[src/rtl/button_conditioner.sv]
//------------------------------------------------------------------------------
// button_conditioner: synchronises, debounces and auto-repeats one push-button,
// emitting an active-low pulse per event. Auto-repeat is built only with the
// AUTOREPEAT_EN macro defined.
// Revision: 1.0
//------------------------------------------------------------------------------
`default_nettype none

module button_conditioner #(
    parameter int SYNC_STAGES     = 2,
    parameter int DEBOUNCE_CYCLES = 250000,
    parameter int REPEAT_DELAY    = 25000000,
    parameter int REPEAT_PERIOD   = 5000000,
    parameter int PULSE_CYCLES    = 2,
    parameter int CNT_WIDTH       = 25
) (
    input  logic MCLK,
    input  logic resetSignal,
    input  logic btnRaw,
    output logic pulseOut,
    output logic pressed,
    output logic repeating
);

    localparam int PW = $clog2(PULSE_CYCLES + 1);

    localparam logic [CNT_WIDTH-1:0] c_db_last    = CNT_WIDTH'(DEBOUNCE_CYCLES - 1);
    localparam logic [CNT_WIDTH-1:0] c_cnt_one    = CNT_WIDTH'(1);
    localparam logic [PW-1:0]        c_pulse_load = PW'(PULSE_CYCLES);
    localparam logic [PW-1:0]        c_pulse_one  = PW'(1);

`ifdef AUTOREPEAT_EN
    localparam logic [CNT_WIDTH-1:0] c_delay_last  = CNT_WIDTH'(REPEAT_DELAY - 1);
    localparam logic [CNT_WIDTH-1:0] c_period_last = CNT_WIDTH'(REPEAT_PERIOD - 1);
`else
    localparam int c_unused_repeat_cfg = REPEAT_DELAY + REPEAT_PERIOD;
`endif

    typedef enum logic [2:0] {
        S_IDLE       = 3'd0,
        S_PRESS_DB   = 3'd1,
        S_HELD       = 3'd2,
        S_RELEASE_DB = 3'd3
`ifdef AUTOREPEAT_EN
        ,S_REPEAT    = 3'd4
`endif
    } state_t;

    logic [SYNC_STAGES-1:0] sync_q;
    state_t                 state_q, state_d;
    logic [CNT_WIDTH-1:0]   cnt_q, cnt_d;
    logic [PW-1:0]          pcnt_q, pcnt_d;
    logic                   pulse_req;
    logic                   btn_sync;

    assign btn_sync = sync_q[SYNC_STAGES-1];

    // All state updates on the falling edge of MCLK.
    always_ff @(negedge MCLK or negedge resetSignal) begin
        if (!resetSignal) begin
            sync_q  <= '0;
            state_q <= S_IDLE;
            cnt_q   <= '0;
            pcnt_q  <= '0;
        end else begin
            sync_q  <= {sync_q[SYNC_STAGES-2:0], btnRaw};
            state_q <= state_d;
            cnt_q   <= cnt_d;
            pcnt_q  <= pcnt_d;
        end
    end

    always_comb begin
        state_d   = state_q;
        cnt_d     = cnt_q + c_cnt_one;
        pulse_req = 1'b0;
        case (state_q)
            S_IDLE: begin
                cnt_d = '0;
                if (btn_sync) state_d = S_PRESS_DB;
            end
            S_PRESS_DB: begin
                if (!btn_sync) begin
                    state_d = S_IDLE;
                    cnt_d   = '0;
                end else if (cnt_q == c_db_last) begin
                    state_d   = S_HELD;
                    cnt_d     = '0;
                    pulse_req = 1'b1;
                end
            end
            S_HELD: begin
                if (!btn_sync) begin
                    state_d = S_RELEASE_DB;
                    cnt_d   = '0;
`ifdef AUTOREPEAT_EN
                end else if (cnt_q == c_delay_last) begin
                    state_d   = S_REPEAT;
                    cnt_d     = '0;
                    pulse_req = 1'b1;
                end
`else
                end else begin
                    cnt_d = '0;
                end
`endif
            end
`ifdef AUTOREPEAT_EN
            S_REPEAT: begin
                if (!btn_sync) begin
                    state_d = S_RELEASE_DB;
                    cnt_d   = '0;
                end else if (cnt_q == c_period_last) begin
                    cnt_d     = '0;
                    pulse_req = 1'b1;
                end
            end
`endif
            S_RELEASE_DB: begin
                // A bounce back to 1 resumes the hold without a new pulse.
                if (btn_sync) begin
                    state_d = S_HELD;
                    cnt_d   = '0;
                end else if (cnt_q == c_db_last) begin
                    state_d = S_IDLE;
                    cnt_d   = '0;
                end
            end
            default: begin
                state_d = S_IDLE;
                cnt_d   = '0;
            end
        endcase
    end

    // Requests arriving while a pulse is still running are dropped.
    always_comb begin
        pcnt_d = pcnt_q;
        if (pcnt_q != '0) begin
            pcnt_d = pcnt_q - c_pulse_one;
        end else if (pulse_req) begin
            pcnt_d = c_pulse_load;
        end
    end

    assign pulseOut = (pcnt_q == '0);

`ifdef AUTOREPEAT_EN
    assign pressed   = (state_q == S_HELD) || (state_q == S_REPEAT) || (state_q == S_RELEASE_DB);
    assign repeating = (state_q == S_REPEAT);
`else
    assign pressed   = (state_q == S_HELD) || (state_q == S_RELEASE_DB);
    assign repeating = 1'b0;
`endif

endmodule

`default_nettype wire

[config.mk]
export PLATFORM = sky130hd
export DESIGN_NAME = button_conditioner
export DESIGN_NICKNAME = d
export VERILOG_FILES = /design/src/rtl/button_conditioner.sv
export SDC_FILE = /design/constraint.sdc
export NUM_CORES = 1
export LEC_CHECK = 0
export ABC_AREA = 0
export ABC_CLOCK_PERIOD_IN_PS = 2750
export BUFFER_PORTS_ARGS = -buffer_cell sky130_fd_sc_hd__clkbuf_2
export CAP_MARGIN = 15
export CORE_MARGIN = 2
export CORE_UTILIZATION = 60
export CTS_CLUSTER_SIZE = 24
export DETAILED_ROUTE_END_ITERATION = 12
export GPL_TIMING_DRIVEN = 1
export PLACE_DENSITY = 0.78
export SLEW_MARGIN = 10
export SYNTH_ARGS = -nofsm -noshare
export SYNTH_HDL_FRONTEND = slang
export SYNTH_SLANG_ARGS = --single-unit
[constraint.sdc]
create_clock -name MCLK -period 2.75 [get_ports MCLK]
set_input_delay 0.275 -clock MCLK [delete_from_list [all_inputs] [get_ports MCLK]]
set_output_delay 0.275 -clock MCLK [all_outputs]
set_load 0.005 [all_outputs]
==> results of run 1 <==
==> registers in the layout, summed over array words and instances, names as in the netlist, named ones only <==
name,flops
state_q,1
pcnt_q,2
sync_q,2
cnt_q,25
==> kinds of logic after synthesis <==
kind of cell / count (synthesis) / share of synthesized area [%]
simple gates: 67 / 24.3
other cells: 1 / 0.231
fa+ha+maj: 3 / 2.31
xor+xnor: 15 / 8.08
mux: 3 / 2.00
buf+inv: 14 / 4.77
flops: 31 / 47.7
compound gates: 21 / 10.5
==> area by class of cell <==
type / instances / share of cell area (%)
Clock inverter: 1 / 1.70
Timing Repair Buffer: 9 / 3.97
Clock buffer: 6 / 2.34
Multi-Input combinational cell: 110 / 44.4
Tap cell: 30 / 2.13
Inverter: 7 / 1.49
Sequential cell: 31 / 43.9
==> critical path, cell delays in order, from the launching register on <==
cell	delay [ns]
dfrtn_1	0.42
inv_2	0.06
ha_4	0.16
clkbuf_2	0.10
==> synthesized netlist by cell type (3+ instances only) <==
library cell   n
nand3_1        6
or4_1          4
nor4_1         5
or3_1          4
and3_1         3
ha_1           3
a21oi_1        8
dfrtn_1       31
nand2_1        6
xor2_1        11
o21ai_0        4
inv_1          7
o31ai_1        5
nor2_1        18
nand4_1       11
xnor2_1        4
==> power groups by stage <==
stage | registers, mW | clock network (mW) | logic (mW)
after floorplan | 0.473 | 0 | 0.0144
after global placement | 0.473 | 0 | 0.0267
after detailed placement | 0.474 | 0 | 0.0273
after CTS | 0.465 | 0.342 | 0.0274
after global routing | 0.466 | 0.364 | 0.0312
final | 0.466 | 0.339 | 0.0266
==> routing by layer <==
layer  wire (um)  vias to the layer above  track usage (%)
met5           0                        -                0
met2        1500                       20             36.5
met3         117                        6             5.12
li1            -                      580                -
met1        1370                      576             26.1
met4          45                        0             10.5
==> worst paths after layout <==
path / start / end / slack (ns) / depth (start not counted)
setup / recovery: pcnt_q[1] / pulseOut / 0.03 / 3
hold / removal: sync_q[0] / sync_q[1] / 0.31 / 0
setup reg to reg: cnt_q[0] / pcnt_q[0] / 0.65 / 5
hold reg to reg: sync_q[0] / sync_q[1] / 0.31 / 0
max in group asynchronous: resetSignal / cnt_q[4] / 1.41 / 2
min in group asynchronous: resetSignal / cnt_q[19] / 1.15 / 2
==> what timing repair did <==
item / 4_1_cts / 5_1_grt
resized for setup: 1 / 3
endpoints found under the setup margin: 1 / 1
setup buffers: 2 / 1
pin swaps: 1 / 0
==> metrics.yaml, run 1 <==
synth_warnings: 0
viasPerCell: 6.09
drtIter0Drc: 22
synthTopCellsByArea: "dfrtn_1, xor2_1, nand4_1"
gr-total-overflow: 0
grt_pass1_vias: 1168
grt_pass1_wl_um: 5240
die_area_um2: 3140
p_sw_uw: 173
max_cap_viol_count: 0
final.setup.tns_ns: 0
p_comb_share_pct: 3.2
hold_viol: 0
rsz0062_at_grt: "true"
cts.htree.levels: 2
clk_latency_ns: 0.33
grt_antenna_before_repair: 0
remaining_drc_errors: 0
rows: 18
final_util_pct: 70.0
dp_hpwl_um: 2060
port_buffers: 4
crit_type: "register to output pin"
gp_congestion: 0.783
synth_ff_type: "dfrtn_1"
leakage_nw: 0.752
ctsHoldBuffers: 0
async_reset_ff_share_pct: 100
final_common_cell: "dfrtn_1"
clkPwrFrac_pct: 40.8
placed_cells: 184
cts_buffers: 5
dp_slack_ns: 0.294
start_util_pct: 64.4
synth_top_cell_by_area: "dfrtn_1"
clkTransAtPathRegs_ns: 0.06
synth_seq_area_share_pct: 47.7
finClkSkew_ns: 0.00673
pin_count: 6
setup_slack_ns: 0.0300
synth.cell_area_um2: 1630
cts_tree: "built"
clockRootBuffer: "clkbuf_4"
seqPwrFrac_pct: 56.0
ys_types: 34
critPathMaxFanout: 2
required_ns: 2.48
synth-seq-cells: 31
clockBufferDepth: 2
finalNonFillerCells: 194
setup_viol: 0
postLayoutCellArea_um2: 1770
outcome: "finished, final reports clean"
end_kind: "output pin"
final_antenna_net_count: 0
firstDrtPassIters: 4
regArea_um2: 776
min_path_type: "register to register"
internal_power_uw: 657
vias: 1182
drive_above_1_share_pct: 16.5
p_total_uw: 831
synthCells: 155
die_h_um: 56.0
final_nets: 170
syn_to_final_growth_pct: 8.62
nFillCells: 204
wire_per_inst_um: 15.7
coreArea_um2: 2520
synth_top_area_share_pct: 47.7
synth_enable_flop_cells: 0
wl_um: 3040
peakVddDrop_v: 0.000465
grt_max_degree: 32
fp.dieW_um: 56.0
hold_ws_ns: 0.307
powerDensity_nw_per_um2: 471
post_dp_cell_area_um2: 1660
crit_arrival_ns: 2.45
multi_input_area_um2: 785
final_cell_mix: "dfrtn_1, nor2_1, nand4_1, xor2_1, a21oi_1"
synth.avg_cell_area_um2: 10.5
cp-start-kind: "register"
synth_fp_nets: 161
switching_share_pct: 20.9
track_usage_pct: 21.7
slew_viol_final: 0
clock_sinks: 31
diodes: 0
Power figures use the tool's default switching activity.
==> run 2: changes to the inputs <==
- CTS_BUF_LIST: unset -> sky130_fd_sc_hd__clkbuf_16
==> run 2 against run 1 <==
Effect of this change: register-to-register slack got worse by 0.02 ns; sequential share of layout area decreased by 1.5 points; setup slack improved by 0.0053 ns; clock-buffer cell count decreased by 1; flip-flop and latch count unchanged; final cell count decreased by 1.0%; first-iteration DRC count increased by 55%; global-route usage increased by 0.81 points; combinational power about the same; non-clock buffer count decreased by 2.
==> metrics.yaml, run 2 (same netlist as run 1, synthesis figures left out) <==
largestRegisters: "cnt_q (25), pcnt_q (2), sync_q (2)"
slew_viol_final: 0
port_buffers: 4
use_met3_pct: 6.51
clock_sinks: 31
grt_antenna_before_repair: 0
largest_reg_flops: 25
die_h_um: 56.0
final_antenna_net_count: 0
setup_slack_ns: 0.0352
largest_register: "cnt_q"
hold_viol: 0
hold_start: "sync_q[0]"
crit_arrival_ns: 2.44
firstDrtPassIters: 5
clockRootBuffer: "clkbuf_16"
top_usage_layer: "met2"
rows: 18
final_nets: 168
vias: 1181
clk_latency_ns: 0.30
cts_buffers: 5
peakVddDrop_v: 0.000761
coreArea_um2: 2520
gp_congestion: 0.783
cp-start-kind: "register"
clockBufferDepth: 2
drive_above_1_share_pct: 14.2
rsz0062_at_grt: "false"
critPathMaxFanout: 2
startpoint: "pcnt_q[1]"
final_util_pct: 72.5
diodes: 0
hold_ws_ns: 0.309
grt_pass1_vias: 1174
wl_um: 3110
r2r_start: "cnt_q[0]"
wire_per_inst_um: 16.2
final_common_cell: "dfrtn_1"
outcome: "finished, final reports clean"
use_met1_pct: 27.4
pin_count: 6
remaining_drc_errors: 0
clkTransAtPathRegs_ns: 0.04
min_path_type: "register to register"
leakage_nw: 0.782
grt_use_met2_pct: 38.3
end_kind: "output pin"
start_util_pct: 64.4
grt_pass1_wl_um: 5420
viasPerCell: 6.15
ctsHoldBuffers: 0
cts_tree: "built"
gr-total-overflow: 0
cts.htree.levels: 2
drtIter0Drc: 34
grt_max_degree: 32
powerDensity_nw_per_um2: 594
dp_slack_ns: 0.294
final_cell_mix: "dfrtn_1, nor2_1, nand4_1, xor2_1"
crit_type: "register to output pin"
final.setup.tns_ns: 0
dp_hpwl_um: 2060
required_ns: 2.48
placed_cells: 184
finalNonFillerCells: 192
max_cap_viol_count: 0
track_usage_pct: 22.6
finClkSkew_ns: 0.00478
syn_to_final_growth_pct: 12.5
setup_viol: 0
fp.dieW_um: 56.0
die_area_um2: 3140
## run 2: changes by cell type in the layout (fill, tap and decap cells not counted)
cell,delta
inv_1,+3
clkbuf_4,-5
ha_2,+1
ha_4,-1
buf_4,-2
inv_2,-2
clkbuf_16,+5
clkbuf_1,-1
## run 2: path summary, 6_finish.rpt
path / endpoint / slack, ns / cells after the start
setup / recovery: pulseOut / 0.04 / 3
hold / removal: sync_q[1] / 0.31 / 0
setup reg to reg: pcnt_q[0] / 0.63 / 5
hold reg to reg: sync_q[1] / 0.31 / 0
max in group asynchronous: cnt_q[10] / 1.36 / 2
min in group asynchronous: cnt_q[22] / 1.19 / 2
## run 2: timing repair
item | 4_1_cts | 5_1_grt
setup buffers | 0 | 1
pin swaps | 0 | 1
gates resized for setup | 1 | 0
endpoints found under the setup margin | 1 | 1
## run 2: worst max-delay path, stage by stage, from the launching register on
cell and delay, ns:
dfrtn_1 0.40, inv_1 0.07, ha_2 0.19, clkbuf_2 0.11
## run 2: power breakdown
group          switching [mW]  leakage, nW  total, mW  internal [mW]
registers             0.00359        0.425      0.467          0.464
clock network           0.175       0.0811      0.592          0.417
logic                  0.0182        0.276     0.0265        0.00835
## run 2: metal layers
metal,vias to the layer above,part of all wire [%]
li1,577,-
met1,587,43
met2,15,53
met3,2,3.2
met4,0,0.93
met5,-,0
## run 2: area by class of cell
| cell class | count | area (um^2) |
|---|---|---|
| repair buffers | 7 | 55.1 |
| clock inverters | 2 | 33.8 |
| well taps | 30 | 37.5 |
| clock buffers | 5 | 125 |
| fillers | 195 | 694 |
| inverters | 7 | 26.3 |
| multi-input cells | 110 | 774 |
| flip-flops and latches | 31 | 776 |
## run 2: through the flow
step / power, mW / cell area (um^2)
6_report: 1.09 / 1830
5_1_grt: 1.12 / 1830
4_1_cts: 1.10 / 1820
3_5_place_dp: 0.501 / 1660
3_3_place_gp: 0.500 / 1660
2_1_floorplan: 0.488 / 1630
